**src/rtl/hilo_mul_ctrl.sv**
```systemverilog
// HI/LO register owner and sequencer for an external iterative 32x32 unsigned shift-add multiplier.
// Handles MULTU, MFHI/MFLO and MTHI/MTLO, and stalls the pipeline while a multiply is in flight.
module hilo_mul_ctrl #(
    parameter int ITER = 32
) (
    input  logic        clk,
    input  logic        reset,
    input  logic        start_valid,
    output logic        start_ready,
    input  logic [31:0] op_a,
    input  logic [31:0] op_b,
    input  logic        flush,
    input  logic        mf_req,
    input  logic        mf_sel,
    output logic [31:0] mf_data,
    input  logic        mt_we,
    input  logic        mt_sel,
    input  logic [31:0] mt_data,
    output logic        stall,
    output logic        done,
    output logic [31:0] mul_a,
    output logic [31:0] mul_b,
    output logic        mul_clear,
    output logic        mul_run,
    input  logic [63:0] mul_product,
    output logic [31:0] hi,
    output logic [31:0] lo
);
    typedef enum logic [1:0] {IDLE, LOAD, RUN, CAPT} state_t;

    localparam logic [4:0] CNT_LAST = 5'(ITER - 1);

    state_t     state_reg, state_next;
    logic [4:0] cnt_reg, cnt_next;
    logic       accept;
    logic       capture;
    logic       mt_write;
    logic       is_idle;

    always_ff @(posedge clk) begin
        if (reset) begin
            state_reg <= IDLE;
            cnt_reg   <= '0;
        end else begin
            state_reg <= state_next;
            cnt_reg   <= cnt_next;
        end
    end

    // Strobes come straight from the state register; done additionally
    // drops when a flush lands in CAPT so no stale completion is reported.
    always_comb begin
        state_next  = state_reg;
        cnt_next    = cnt_reg;
        start_ready = 1'b0;
        mul_clear   = 1'b0;
        mul_run     = 1'b0;
        done        = 1'b0;
        accept      = 1'b0;
        capture     = 1'b0;
        case (state_reg)
            IDLE: begin
                start_ready = 1'b1;
                if (start_valid && !flush) begin
                    accept     = 1'b1;
                    state_next = LOAD;
                end
            end
            LOAD: begin
                mul_clear  = 1'b1;
                cnt_next   = '0;
                state_next = RUN;
            end
            RUN: begin
                mul_run = 1'b1;
                if (cnt_reg == CNT_LAST) begin
                    state_next = CAPT;
                end else begin
                    cnt_next = cnt_reg + 5'd1;
                end
            end
            CAPT: begin
                done       = !flush;
                capture    = !flush;
                state_next = IDLE;
            end
            default: state_next = IDLE;
        endcase
        if (flush && state_reg != IDLE) begin
            state_next = IDLE;
        end
    end

    assign is_idle  = (state_reg == IDLE);
    // An MT racing a MULTU loses: it is stalled and replayed after the multiply.
    assign mt_write = is_idle && mt_we && !start_valid;
    assign stall    = ((mf_req || mt_we) && !is_idle) || (is_idle && mt_we && start_valid);
    assign mf_data  = mf_sel ? hi : lo;

    always_ff @(posedge clk) begin
        if (reset) begin
            mul_a <= '0;
            mul_b <= '0;
            hi    <= '0;
            lo    <= '0;
        end else begin
            if (accept) begin
                mul_a <= op_a;
                mul_b <= op_b;
            end
            if (capture) begin
                hi <= mul_product[63:32];
                lo <= mul_product[31:0];
            end else if (mt_write) begin
                if (mt_sel) begin
                    hi <= mt_data;
                end else begin
                    lo <= mt_data;
                end
            end
        end
    end
endmodule

```
**config.mk**
```make
export PLATFORM = sky130hd
export DESIGN_NAME = hilo_mul_ctrl
export DESIGN_NICKNAME = d
export VERILOG_FILES = /design/src/rtl/hilo_mul_ctrl.sv
export SDC_FILE = /design/constraint.sdc
export NUM_CORES = 1
export LEC_CHECK = 0
export CORE_AREA = 2 2 131 133
export DETAILED_ROUTE_END_ITERATION = 12
export DIE_AREA = 0 0 133 135
export GPL_TIMING_DRIVEN = 0
export PLACE_DENSITY = 0.77
export SYNTH_ARGS = -nofsm -noshare
export SYNTH_HDL_FRONTEND = slang
export SYNTH_SLANG_ARGS = --single-unit
```
**constraint.sdc**
```tcl
create_clock -name clk -period 3.5 [get_ports clk]
set_input_delay 0.35 -clock clk [delete_from_list [all_inputs] [get_ports clk]]
set_output_delay 0.35 -clock clk [all_outputs]
set_load 0.1 [all_outputs]
```
==> impl_summary.txt <==
----------------------------------------------------
[Placed design]
  Post-DP HPWL ... 17.5 mm
  # port buffers ... 330
  Placement-stage cell area ... 9620 um^2
  Routability congestion estimate ... 0.831
  Number of instances in the placed design ... 1287

[Synthesis]
  Proportion of netlist area held by the largest area contributor ... 0.447
  Biggest area consumer among synthesized cells ... sky130_fd_sc_hd__dfxtp_1
  Dominant synthesized flop cell ... sky130_fd_sc_hd__dfxtp_1
  Share of synthesized registers carrying an async set or reset ... 0
  Synthesized flop and latch total ... 135
  Post-synth EDFFs ... 0
  Cell area after synthesis ... 6050 um^2
  Average cell area after synthesis ... 8.20 um^2
  Synth warn ... 0
  Unique cell type count in the Yosys netlist ... 34
  Sequential share of the synthesized area ... 0.447
  Instance count of the mapped netlist ... 737
  Nets in the synthesized netlist ... 911
  Top cells by area in the synthesized netlist ... sky130_fd_sc_hd__dfxtp_1, sky130_fd_sc_hd__nand2_1, sky130_fd_sc_hd__nor3_1, sky130_fd_sc_hd__a311oi_2, sky130_fd_sc_hd__mux2_2

[Power and ir drop]
  Switching power summed over all nets ... 3.50 mW
  Internal power component ... 4.02 mW
  Power density over the cells ... 731 nW/um^2
  Gate power share ... 0.475
  Fraction of power spent switching nets ... 0.466
  Sequential share of power ... 0.251
  Peak ir drop on the vdd network ... 0.000359 V
  Clock network fraction of total power ... 0.274
  Leak Pwr ... 3.75 nW

[Timing]
  Clock skew ... 8.06 ps
  Post-route clock period utilization ... 0.848
  Pins Over Slew Limit ... 0
  Hold Slack ... 452 ps
  Total negative setup slack ... 0 ps
  Worst slew pin tran ... 1070 ps
  RSZ-0062 raised after global routing ... no
  Final count of negative-setup-slack endpoints ... 0
  Worst-case headroom to the max-slew limit ... 0.283
  Maximum clock frequency ... 337 MHz
  Number of hold violations in the final report ... 0
  Time the final worst path needs with I/O delays and setup ... 2970 ps

[Clock network]
  Clock Pin Slew Worst Setup and Hold Paths ... 60 ps
  Number of buffers created by CTS ... 17
  Buffer cell driving the clock tree root ... sky130_fd_sc_hd__clkbuf_16
  Sink count of the clock tree ... 135
  CTS tree ... built
  Worst-Skew Late Latency ... 420 ps
  Maximum clock insertion buffer count ... 2
  Post-CTS Repair Setup Buffers ... 0
  H-tree level count ... 4

[Routing]
  First-pass detailed-route iteration total ... 5
  DR iter-0 viols ... 257
  Post-detailed-route count of antenna-violating nets ... 0
  Drt via density ... 5.14
  Detailed Route WL ... 23.4 mm
  Count of unresolved DRC violations after routing ... 0
  Vias ... 6775
  Wire length per cell after detailed routing ... 17.7 um

[Floorplan]
  # IOs ... 333
  Die area ... 18000 um^2
  Cell row count ... 47
  Effective utilization at floorplan ... 0.368
  Core area ... 16400 um^2
  Die width ... 133 um
  Die Height ... 135 um

[Worst hold path]
  Type of the most critical hold path ... register to register

[Finish]
  Cell Count, Final, Fillers Out ... 1319
  Area used by sequential logic in the layout ... 2700 um^2
  Total number of nets in the final design ... 1260
  Growth of design area from synthesis to finish ... 70.4%
  Util after Layout ... 0.628
  Multi-input logic area ... 3000 um^2
  Finished Cell Area ... 10300 um^2
  Layout cells sized above 1 ... 0.0984
  Count of fill cells added during filler insertion ... 1444

[Critical path]
  Family with the most delay on the worst path ... buffers and inverters
  Required time of the worst setup path ... 3150 ps
  CP Cell Sequence ... ha_1 > nand2b_1 > inv_1 > buf_4 > clkbuf_1 > dlymetal6s2s_1
  Kind of end point of the critical path ... output port
  Data arrival time of the critical path ... 2620 ps
  Launching element type of the critical path ... register
  Worst path bufs/invs ... 4
  Category of the critical setup timing path ... register to output port
  Worst-path cell with the longest stage delay ... sky130_fd_sc_hd__dlymetal6s2s_1
  Worst-path maximum fanout ... 10
  Longest individual stage delay on the worst path ... 830 ps

[Global route]
  Vias in the first global route ... 6577
  Global-route usage over all layers ... 0.256
  Wire length of the first global-routing pass ... 35.7 mm
  Pin count of the biggest net entering global routing ... 17
  Global route overflow ... 0
  Initial antenna violation count ... 1

[Run status]
  Run status ... finished, final reports clean

[Job]
  Max-cap viol count ... 0

----------------------------------------------------
[final timing paths]
kind | start | to | slack [ps] | cells after the start
worst max-delay path | state_reg[1] | done | 530 | 6
worst min register to register | mul_a[18] | mul_a[18] | 450 | 2
worst max register to register | state_reg[0] | lo[24] | 1350 | 8
worst min-delay path | mul_a[18] | mul_a[18] | 450 | 2
[worst reg2reg max path: cells and delay by family, from the launching register on]
family	cells	cell delay (ps)
adder cells (fa/ha/maj)	1	240
AND/OR/NAND/NOR	3	480
flip-flops	1	370
buffers and inverters	4	980
[logic make-up after synthesis]
group | share of synthesized area
muxes | 0.0613
adders and majority gates | 0.0124
buffers and inverters | 0.0567
DFF | 0.447
and+or+nand+nor | 0.277
AOI/OAI and AO/OA | 0.145
[metrics by stage]
stage                     total power, mW  worst slack, ps
final                                7.53              533
after global routing                 7.80              407
after CTS                            7.57              119
after detailed placement             5.49              181
after global placement               5.47              147
after floorplan                      4.56              529
[power groups by stage]
| stage | combinational, mW | clock [mW] | sequential [mW] |
|---|---|---|---|
| floorplan | 1.33 | 0 | 3.23 |
| global placement | 3.55 | 0 | 1.91 |
| detailed placement | 3.57 | 0 | 1.92 |
| CTS | 3.58 | 2.10 | 1.89 |
| global route | 3.71 | 2.17 | 1.91 |
| finish | 3.58 | 2.06 | 1.89 |
[cell usage after synthesis, types with 2 or more instances]
library cell,n
sky130_fd_sc_hd__nor3_1,97
sky130_fd_sc_hd__mux2_2,32
sky130_fd_sc_hd__a311oi_1,2
sky130_fd_sc_hd__a211oi_1,2
sky130_fd_sc_hd__nand2b_1,3
sky130_fd_sc_hd__buf_1,7
sky130_fd_sc_hd__a21oi_1,69
sky130_fd_sc_hd__and3_1,2
sky130_fd_sc_hd__nor4_1,32
sky130_fd_sc_hd__a311oi_2,30
sky130_fd_sc_hd__nand2_1,195
sky130_fd_sc_hd__o21ai_0,4
sky130_fd_sc_hd__and2_1,2
sky130_fd_sc_hd__ha_1,6
sky130_fd_sc_hd__o211ai_1,2
sky130_fd_sc_hd__clkbuf_1,50
sky130_fd_sc_hd__inv_1,5
sky130_fd_sc_hd__buf_6,6
sky130_fd_sc_hd__nor2_1,36
sky130_fd_sc_hd__dfxtp_1,135
sky130_fd_sc_hd__buf_2,7
[layout by cell type, fill, tap and decap left out, types with 2 or more instances in the layout]
cell | netlist | final
sky130_fd_sc_hd__clkdlybuf4s50_1 | 0 | 329
sky130_fd_sc_hd__nand2_1 | 195 | 195
sky130_fd_sc_hd__dfxtp_1 | 135 | 135
sky130_fd_sc_hd__nor3_1 | 97 | 97
sky130_fd_sc_hd__a21oi_1 | 69 | 69
sky130_fd_sc_hd__clkbuf_1 | 50 | 50
sky130_fd_sc_hd__nor2_1 | 36 | 36
sky130_fd_sc_hd__mux2_2 | 32 | 32
sky130_fd_sc_hd__nor4_1 | 32 | 32
sky130_fd_sc_hd__a311oi_2 | 30 | 30
sky130_fd_sc_hd__clkbuf_16 | 0 | 17
sky130_fd_sc_hd__buf_1 | 7 | 7
sky130_fd_sc_hd__buf_2 | 7 | 7
sky130_fd_sc_hd__buf_6 | 6 | 6
sky130_fd_sc_hd__ha_1 | 6 | 6
sky130_fd_sc_hd__bufinv_16 | 0 | 6
sky130_fd_sc_hd__inv_1 | 5 | 5
sky130_fd_sc_hd__clkinv_4 | 0 | 4
sky130_fd_sc_hd__nand2b_1 | 3 | 3
sky130_fd_sc_hd__o21ai_0 | 4 | 3
sky130_fd_sc_hd__and3_1 | 2 | 2
sky130_fd_sc_hd__a311oi_1 | 2 | 2
sky130_fd_sc_hd__and2_1 | 2 | 2
sky130_fd_sc_hd__a211oi_1 | 2 | 2
sky130_fd_sc_hd__o211ai_1 | 2 | 2
[repair_timing]
action | in CTS | in global routing
gates resized for setup | 0 | 1
hold buffers | 0 | 0
endpoints found under the setup margin | 0 | 1
[final cells by class]
cell class,instances,area share
inverters,5,0.00182
well taps,220,0.0267
flip-flops and latches,135,0.262
diodes,1,0.000243
multi-input cells,526,0.291
plain buffers,71,0.0315
clock inverters,14,0.0240
repair buffers,330,0.321
clock buffers,17,0.0413
[routing by layer]
metal / vias to the layer above / wire length [um] / track usage
li1: 3272 / - / -
met1: 3162 / 9520 / 0.306
met2: 308 / 11500 / 0.438
met3: 33 / 1840 / 0.0724
met4: 0 / 467 / 0.0980
met5: - / 0 / 0
Power figures use the tool's default switching activity.
